<file path="config.mk">
export PLATFORM = sky130hd
export DESIGN_NAME = led_display_scheduler
export DESIGN_NICKNAME = d
export VERILOG_FILES = /design/src/rtl/led_disp_pkg.sv /design/src/rtl/led_scan_timer.sv /design/src/rtl/led_display_scheduler.sv
export SDC_FILE = /design/constraint.sdc
export NUM_CORES = 1
export LEC_CHECK = 0
export ABC_AREA = 0
export CAP_MARGIN = 10
export CORE_AREA = 2 2 140 142
export DETAILED_ROUTE_END_ITERATION = 10
export DIE_AREA = 0 0 142 144
export PLACE_DENSITY = 0.82
export SYNTH_ARGS = -nofsm -noshare
export SYNTH_HDL_FRONTEND = slang
export SYNTH_SLANG_ARGS = --single-unit
</file>
<file path="constraint.sdc">
create_clock -name clk -period 3.55 [get_ports clk]
set_input_delay 0.71 -clock clk [delete_from_list [all_inputs] [get_ports clk]]
set_output_delay 0.71 -clock clk [all_outputs]
set_load 0.01 [all_outputs]
</file>
<file path="src/rtl/led_disp_pkg.sv">
// Shared types, widths and the wrap-around source search for the LED display scheduler.
package led_disp_pkg;

  localparam int unsigned DATA_W  = 32;
  localparam int unsigned STEP_W  = 3;
  localparam int unsigned FRAME_W = 16;
  localparam int unsigned MAX_SRC = 8;
  localparam int unsigned IDX_W   = 3;

  typedef enum logic [1:0] {
    IDLE   = 2'd0,
    SHOW   = 2'd1,
    BLANK  = 2'd2,
    URGENT = 2'd3
  } disp_state_e;

  // First set bit of valid at or after start (start may equal nsrc), wrapping at nsrc.
  function automatic logic [IDX_W-1:0] next_valid_idx(input logic [MAX_SRC-1:0] valid,
                                                      input int unsigned       start,
                                                      input int unsigned       nsrc);
    logic [IDX_W-1:0] idx;
    logic             found;
    int unsigned      cand;
    idx   = '0;
    found = 1'b0;
    for (int unsigned i = 0; i < MAX_SRC; i++) begin
      cand = start + i;
      if (cand >= nsrc) cand = cand - nsrc;
      if (i < nsrc && !found && valid[IDX_W'(cand)]) begin
        idx   = IDX_W'(cand);
        found = 1'b1;
      end
    end
    return idx;
  endfunction

endpackage

</file>
<file path="src/rtl/led_scan_timer.sv">
// Free-running scan divider: digit-step and frame ticks plus the display scan clock.
module led_scan_timer
  import led_disp_pkg::*;
#(
  parameter int unsigned SCAN_DIV = 50000
) (
  input  logic clk,
  input  logic rst_n,
  output logic disp_scan,
  output logic frame_tick_c
);

  localparam int unsigned DIV_W = (SCAN_DIV > 1) ? $clog2(SCAN_DIV) : 1;
  localparam int unsigned HALF  = SCAN_DIV / 2;

  logic [DIV_W-1:0]  div_q;
  logic [DIV_W-1:0]  div_d;
  logic [STEP_W-1:0] step_q;
  logic              step_tick;

  // Tick decode and next divider value.
  always_comb begin
    step_tick    = (div_q == DIV_W'(SCAN_DIV - 1));
    frame_tick_c = step_tick && (step_q == '1);
    div_d        = step_tick ? '0 : div_q + DIV_W'(1);
  end

  // Counters; scan output is registered from the next divider value so it tracks div exactly.
  always_ff @(posedge clk or negedge rst_n) begin
    if (!rst_n) begin
      div_q     <= '0;
      step_q    <= '0;
      disp_scan <= 1'b1;
    end else begin
      div_q     <= div_d;
      disp_scan <= (div_d < DIV_W'(HALF));
      if (step_tick) step_q <= step_q + STEP_W'(1);
    end
  end

endmodule

</file>
<file path="src/rtl/led_display_scheduler.sv">
// Shares the hex LED display between rotating debug sources and an urgent message port.
module led_display_scheduler
  import led_disp_pkg::*;
#(
  parameter int unsigned NSRC          = 4,
  parameter int unsigned SCAN_DIV      = 50000,
  parameter int unsigned DWELL_FRAMES  = 512,
  parameter int unsigned BLANK_FRAMES  = 16,
  parameter int unsigned URGENT_FRAMES = 1024
) (
  input  logic                     clk,
  input  logic                     rst_n,
  input  logic [NSRC*DATA_W-1:0]   src_data,
  input  logic [NSRC-1:0]          src_valid,
  input  logic                     auto_mode,
  input  logic                     next_btn,
  input  logic                     urgent_req,
  input  logic [DATA_W-1:0]        urgent_data,
  output logic                     urgent_ack,
  output logic                     disp_scan,
  output logic [DATA_W-1:0]        disp_data,
  output logic                     disp_enable_n,
  output logic [$clog2(NSRC)-1:0]  cur_src
);

  localparam int unsigned SRC_W = $clog2(NSRC);

  disp_state_e        state_q;
  disp_state_e        state_d;
  logic [FRAME_W-1:0] frame_cnt_q;
  logic [FRAME_W-1:0] frame_cnt_d;
  logic [FRAME_W-1:0] frame_cnt_inc;
  logic               advance_q;
  logic               advance_d;
  logic [SRC_W-1:0]   cur_src_d;
  logic [DATA_W-1:0]  disp_data_d;
  logic               disp_enable_n_d;
  logic               urgent_ack_d;
  logic               frame_tick_c;
  logic               any_valid_c;
  logic               urgent_grant_c;
  logic [SRC_W-1:0]   first_idx_c;
  logic [SRC_W-1:0]   next_idx_c;
  logic [SRC_W-1:0]   pick_idx_c;
  logic [DATA_W-1:0]  src_word [NSRC];

  led_scan_timer #(
    .SCAN_DIV (SCAN_DIV)
  ) u_scan_timer (
    .clk          (clk),
    .rst_n        (rst_n),
    .disp_scan    (disp_scan),
    .frame_tick_c (frame_tick_c)
  );

  // Unpack the flat source bus into words.
  for (genvar g = 0; g < NSRC; g++) begin : g_unpack
    assign src_word[g] = src_data[DATA_W*g +: DATA_W];
  end

  // Source search: inclusive from cur_src (resume) or from cur_src+1 (advance).
  always_comb begin
    any_valid_c    = |src_valid;
    first_idx_c    = SRC_W'(next_valid_idx(MAX_SRC'(src_valid), 32'(cur_src), NSRC));
    next_idx_c     = SRC_W'(next_valid_idx(MAX_SRC'(src_valid), 32'(cur_src) + 32'd1, NSRC));
    pick_idx_c     = advance_q ? next_idx_c : first_idx_c;
    frame_cnt_inc  = frame_cnt_q + FRAME_W'(1);
    urgent_grant_c = frame_tick_c && urgent_req && (state_q != URGENT);
  end

  // Next-state and next-output logic; urgent grant outranks every other transition.
  always_comb begin
    state_d      = state_q;
    frame_cnt_d  = frame_cnt_q;
    advance_d    = advance_q;
    cur_src_d    = cur_src;
    disp_data_d  = disp_data;
    urgent_ack_d = 1'b0;

    if (urgent_grant_c) begin
      state_d      = URGENT;
      frame_cnt_d  = '0;
      disp_data_d  = urgent_data;
      urgent_ack_d = 1'b1;
    end else begin
      case (state_q)
        IDLE: begin
          if (frame_tick_c && any_valid_c) begin
            state_d     = SHOW;
            frame_cnt_d = '0;
            cur_src_d   = first_idx_c;
            disp_data_d = src_word[first_idx_c];
          end
        end
        SHOW: begin
          if (next_btn) begin
            state_d     = BLANK;
            advance_d   = 1'b1;
            frame_cnt_d = '0;
          end else if (frame_tick_c) begin
            if (!src_valid[cur_src] ||
                (auto_mode && frame_cnt_inc >= FRAME_W'(DWELL_FRAMES))) begin
              state_d     = BLANK;
              advance_d   = 1'b1;
              frame_cnt_d = '0;
            end else begin
              disp_data_d = src_word[cur_src];
              if (auto_mode) frame_cnt_d = frame_cnt_inc;
            end
          end
        end
        BLANK: begin
          if (frame_tick_c) begin
            if (frame_cnt_inc >= FRAME_W'(BLANK_FRAMES)) begin
              frame_cnt_d = '0;
              if (any_valid_c) begin
                state_d     = SHOW;
                cur_src_d   = pick_idx_c;
                disp_data_d = src_word[pick_idx_c];
              end else begin
                state_d     = IDLE;
                disp_data_d = '0;
              end
            end else begin
              frame_cnt_d = frame_cnt_inc;
            end
          end
        end
        URGENT: begin
          if (frame_tick_c) begin
            if (frame_cnt_inc >= FRAME_W'(URGENT_FRAMES)) begin
              state_d     = BLANK;
              advance_d   = 1'b0;
              frame_cnt_d = '0;
            end else begin
              frame_cnt_d = frame_cnt_inc;
            end
          end
        end
        default: state_d = IDLE;
      endcase
    end

    disp_enable_n_d = !((state_d == SHOW) || (state_d == URGENT));
  end

  // State and output registers.
  always_ff @(posedge clk or negedge rst_n) begin
    if (!rst_n) begin
      state_q       <= IDLE;
      frame_cnt_q   <= '0;
      advance_q     <= 1'b0;
      cur_src       <= '0;
      disp_data     <= '0;
      disp_enable_n <= 1'b1;
      urgent_ack    <= 1'b0;
    end else begin
      state_q       <= state_d;
      frame_cnt_q   <= frame_cnt_d;
      advance_q     <= advance_d;
      cur_src       <= cur_src_d;
      disp_data     <= disp_data_d;
      disp_enable_n <= disp_enable_n_d;
      urgent_ack    <= urgent_ack_d;
    end
  end

endmodule
</file>
; ---- Yosys cells after proc, flatten, opt, wreduce, memory -nomap -nowiden
; Index checks and enable logic that the tools add are counted.
[totals]
ff_bits = 75
input_bits = 169
output_inout_bits = 37
wordCells = 198
[op_classes]
n_addsub = 16
n_lt_le_gt_ge = 22
eq_ne = 25
mux = 91
bitwise_logic = 4
reduce_logical = 30
[ops]
columns = operator, count
row1 = 32-bit two-way mux, 14
row2 = 32-bit binary-select mux with 2-bit select, 3
row3 = 16-bit two-way mux, 11
row4 = 32-bit one-hot mux with 3 select lines, 1
row5 = 16-bit one-hot mux with 4 select lines, 1
row6 = 2-bit two-way mux, 22
row7 = 16-bit by 1-bit adder with 16-bit output (second input constant), 2
row8 = 3-bit by 4-bit less-than comparator with 1-bit output (second input constant), 7
row9 = 3-bit != test (second input constant), 9
row10 = 1-bit binary-select mux with 3-bit select, 7
row11 = 1-bit two-way mux, 21
row12 = 3-bit two-way mux, 7
row13 = 3-bit >= comparator (second input constant), 6
row14 = 3-bit subtractor (second input constant), 6
row15 = 16-bit equality test (second input constant), 1
row16 = 16-bit by 10-bit >= comparator with 1-bit output (second input constant), 1
row17 = 16-bit by 11-bit >= comparator with 1-bit output (second input constant), 1
row18 = 16-bit by 5-bit >= comparator with 1-bit output (second input constant), 1
row19 = 16-bit by 15-bit less-than comparator with 1-bit output (second input constant), 1
row20 = 2-bit != test (second input constant), 7
row21 = 4-bit by 3-bit >= comparator with 1-bit output (second input constant), 3
row22 = 6-bit AND reduction, 2
row23 = 1-bit logical AND, 11
row24 = 2-bit inverter with 3-bit output, 3
row25 = 26 further kinds, 40

; ---- Longest topological paths before layout
[logic_depth]
word_depth = 25
ltp_mapped = 14
depth_no_buf = 11

; ---- Modules after synthesis
; Synthesis repeated with hierarchy kept, for this count alone.
[hier_totals]
cells_unflattened = 951
area_unflattened_um2 = 7927.6
[modules_own_cells]
columns = mod, n_inst, cells_per_inst, area_per_inst_um2, seq_area_each_um2
row1 = led_display_scheduler, 1, 849, 6847.8, 1377.6
row2 = led_scan_timer, 1, 102, 1079.8, 501.7

; ---- Worst setup path before layout
; No wires, ideal clock.
[synth_timing]
path_kind = register -> register
from = register cur_src[1]
to = register disp_data[24]
setup_ns = 0.132
arrival_ns = 3.293
path_slack_ns = 0.124
path_stages_with_launch = 15
cell_sequence = dfrtp_1 -> clkbuf_1 -> inv_1 -> ha_1 -> buf_2 -> mux4_2 -> a221oi_1 -> o21ai_1 -> a22oi_2 -> buf_6 -> buf_6 -> mux2i_1 -> o221ai_1 -> o22ai_1 -> o21ai_1
[synth_between]
elab_chain_len = 25
elab_cells_between_ends = 95
classes_between = add/sub (13) / order compare (7) / eq/ne (1) / mux (56) / bitwise (3) / reduce/logical (15)
[synth_lines]
columns = element, line_no
row1 = start: declaration, led_display_scheduler.sv:23  ; output logic [$clog2(NSRC)-1:0] cur_src
row2 = start signal: assignment, led_display_scheduler.sv:161  ; cur_src <= cur_src_d;
row3 = branches (longest 25 deep; another with 3-bit by 1-bit adder with 4-bit output), -
row4 = end signal: assignment, led_display_scheduler.sv:162  ; disp_data <= disp_data_d;
row5 = end: declaration, led_display_scheduler.sv:21  ; output logic [DATA_W-1:0] disp_data,
; Several ways; the timed one is not identified. The select of a mux whose other input is x is not followed.
; A chain may end at the register's enable or synchronous reset.

; ---- Worst setup path in the final report
[layout_timing]
from = input port src_valid[3]
to = register disp_data[17]
[layout_between]
elab_chain_len = 22
elab_cells_between_ends = 64
classes_between = eq/ne (2) / mux (43) / bitwise (2) / reduce/logical (17)
[layout_lines]
columns = element, line_no
row1 = start: declaration, led_display_scheduler.sv:14  ; input logic [NSRC-1:0] src_valid,
row2 = 1-bit binary-select mux with 3-bit select, led_disp_pkg.sv:29  ; if (i < nsrc && !found && valid[IDX_W'(cand)]) begin
row3 = 1-bit two-way mux (not written as such), led_disp_pkg.sv:29
row4 = 1-bit two-way mux, led_disp_pkg.sv:29
row5 = 1-bit logical NOT, led_disp_pkg.sv:29
row6 = 1-bit logical AND, led_disp_pkg.sv:29
row7 = 1-bit two-way mux, led_disp_pkg.sv:29
row8 = 1-bit logical NOT, led_disp_pkg.sv:29
row9 = 1-bit logical AND, led_disp_pkg.sv:29
row10 = [5 not listed], -
row11 = 2-bit inverter with 3-bit output (not written as such), led_display_scheduler.sv:119  ; disp_data_d = src_word[pick_idx_c];
row12 = 32-bit binary-select mux with 2-bit select, led_display_scheduler.sv:119
row13 = 32-bit two-way mux (not written as such) (2 in a row), led_display_scheduler.sv:119
row14 = 32-bit two-way mux, led_display_scheduler.sv:116  ; if (any_valid_c) begin
row15 = 32-bit two-way mux, led_display_scheduler.sv:114  ; if (frame_cnt_inc >= FRAME_W'(BLANK_FRAMES)) begin
row16 = 32-bit two-way mux, led_display_scheduler.sv:113  ; if (frame_tick_c) begin
row17 = 32-bit one-hot mux with 3 select lines, led_display_scheduler.sv:86  ; case (state_q)
row18 = 32-bit two-way mux, led_display_scheduler.sv:80  ; if (urgent_grant_c) begin
; Several ways; a longest one is shown, not always the timed one. The select of a mux whose other input is x is not followed.

==> reports/metrics.cfg <==
[clock_tree]
worstSkewPairLatency_ns = 0.34
postCtsSetupBuffers = 0
cts_tree = yes
ctsRootBufferMaster = clkbuf_16
clk_pin_slew_ns = 0.06
clockBufferDepth = 2
cts_max_level = 3
cts_buffers = 9
cts-hold-fix-buffers = 0
clock-sinks = 75

[setup_path]
crit_required_ns = 3.77
crit_chain = clkdlybuf4s50_1 -> mux4_2 -> o311ai_2 -> nand4_2 -> a22oi_2 -> buf_12 -> buf_4 -> mux2i_1 -> mux2i_1 -> a22oi_1 -> o21ai_1
slowest_stage = mux4_2
reg2reg_setup_slack_ns = 0.35
endpoint_kind = register
crit_fanout = 13
cp_top_family = buffers and inverters
startpoint_type = primary input
worstRegToRegCells = 12
cp_slowest_stage_delay_ns = 0.56
crit_arrival_ns = 3.46
cpMostUsedCell = mux2i_1
setup.worst_path.class = in -> reg
r2r-end = disp_data[17]
worst-path-buf-inv = 3
r2r_start = cur_src[1]

[yosys]
yosysSeqAreaShare = 0.2525
synth_warnings = 0
syn_inst = 796
synth_area_sq_um = 7442
synth_flop_cell = dfrtp_1
syn-num-nets = 979
synth_edf_count = 0
synth_async_sr_flop_share = 1.000
synth_cell_types = 67
syn_avg_cell_area_sq_um = 9.349
synth_seq_cells = 75

[place]
placed_cell_area_sq_um = 9960
io_buffer_count = 205
dpl.cell_count = 1221
hpwl_um = 17910
place_ws_ns = -0.02522
place.gp.congestion = 0.9156

[final_layout]
layout_common_cells = clkdlybuf4s50_1 (204), mux2i_1 (152), o21ai_1 (80)
area_growth_syn_to_layout_pct = 37.91
multi_input_area_sq_um = 5184
nets = 1177
fin_cells = 1236
seqCellArea_sq_um = 1884
layout_commonest_cell = clkdlybuf4s50_1
final_area_sq_um = 10260
antennaDiodeCount = 0
drive_gt1_frac = 0.1182
fillers = 1670

[global_routing]
grt_pass1_vias = 7651
overflow = 0
grt_pass1_wl_um = 39100
grt_start_max_net_pins = 76
antenna_found_initial = 0
track_usage = 0.2419

[timing]
fin_crit_sh = 0.9121
finalHoldViolations = 0
worstMarginPinSlew_ns = 1.032
setup_ws_ns = 0.3122
period_needed_ns = 3.238
timing.fmax_mhz = 308.8
setup_violations = 0
rsz0062_at_grt = no
fin_setup_tns_ns = 0
relSlewSlack = 0.3119
clock_skew_ns = 0.01114
slew_viol_final = 0

[drt]
routed_via_density = 6.160
drc_errors = 0
via_count = 7614
drt_wl_total_um = 25330
avgRoutedWirePerCell_um = 20.49
dr.pass1.iters = 5
drt_iter0_drc = 483
postRouteAntennaNets = 0

[min_path]
min_from = u_scan_timer.div_q[0]
hold-path-endpoint = u_scan_timer.div_q[0]
hold_path_depth = 1
hold_path.class = reg -> reg

[floorplanning]
die_area_sq_um = 20450
initial_core_util = 0.3901
die_height_um = 144
die_w_um = 142
num_rows = 51
fp.coreArea_sq_um = 19080
num_io_pins = 206

[power_and_ir_drop]
powerDensity_nw_per_um2 = 430.0
power.leakage_uw = 0.004469
vdd_drop_max_v = 0.0002592

[run_status]
status = complete, no violations

[run]
maxCapViolations = 0

[registers in the layout, summed over array words and instances (netlist names)]
register and flops:
advance_q 1, cur_src 2, disp_data 32, disp_enable_n 1, frame_cnt_q 16, state_q 2, u_scan_timer.disp_scan 1, u_scan_timer.div_q 16
u_scan_timer.step_q 3, urgent_ack 1
[per-stage QoR]
step / hold WS (ns) / power [uW] / utilization
after floorplan: 0.4144 / 2374 / -
after global placement: 0.4399 / 3362 / 0.5220
after detailed placement: 0.4563 / 3421 / 0.5220
after CTS: 0.4640 / 4411 / 0.5378
after global routing: 0.4930 / 4668 / 0.5379
final: 0.4646 / 4413 / 0.5379
[synthesized netlist by cell type (all sizes together) (11+ instances only)]
master,count,area share
buf,29,0.028
dfrtp,73,0.25
o21ai,90,0.061
clkbuf,36,0.018
inv,15,0.0076
mux2i,152,0.20
nor2,30,0.015
ha,14,0.024
nand2,72,0.036
o221ai,24,0.028
xor2,11,0.013
nand3,18,0.012
a22oi,23,0.025
mux4,36,0.11
o22ai,32,0.027
[layout make-up]
cell class                 instances  area share
multi-input combinational        641      0.5051
timing repair buffer             252      0.2475
sequential                        75      0.1836
tap                              238     0.02901
clock buffer                      12     0.02304
clock inverter                     3    0.006339
inverter                          15    0.005486
[routing by layer]
metal	GRT usage	vias up	wire length, um
li1	-	3479	-
met1	0.3011	3749	10810
met2	0.4111	335	12180
met3	0.04437	51	1720
met4	0.1068	0	617
met5	0	-	0
[cell families (layout without fill, tap and decap cells)]
kind of cell | Yosys count | count (layout) | synth area share
muxes | 193 | 193 | 0.3215
DFF | 75 | 75 | 0.2525
buffers and inverters | 80 | 282 | 0.05397
xor gates and xnor gates | 19 | 19 | 0.02236
AOI/OAI and AO/OA | 225 | 225 | 0.2014
adders and majority gates | 14 | 14 | 0.02354
and+or+nand+nor | 190 | 190 | 0.1247
[report_power, final]
group | total, uW | leakage, uW | switching [uW] | internal (uW)
Clock | 977 | 0.000147 | 365 | 612
Sequential | 1160 | 0.000975 | 125 | 1040
Combinational | 2280 | 0.00335 | 1180 | 1100
[worst max-delay path by stage]
stage	cells past startpoint	end	slack, ns	startpoint
5_1_grt	11	disp_data[0]	0.08	src_valid[2]
3_5_place_dp	11	disp_data[15]	-0.03	src_valid[3]
3_3_place_gp	12	disp_data[11]	0.01	src_valid[2]
2_1_floorplan	14	disp_data[24]	0.12	cur_src[1]
4_1_cts	12	disp_data[15]	0.27	cur_src[0]
6_report	11	disp_data[17]	0.31	src_valid[3]
[repair_timing]
| action | in CTS | in global routing |
|---|---|---|
| endpoints found under the hold margin | 0 | 0 |
| setup endpoints to repair | 0 | 1 |
| resized for setup | 0 | 1 |
Note: power is estimated with default switching activity, not from simulation.
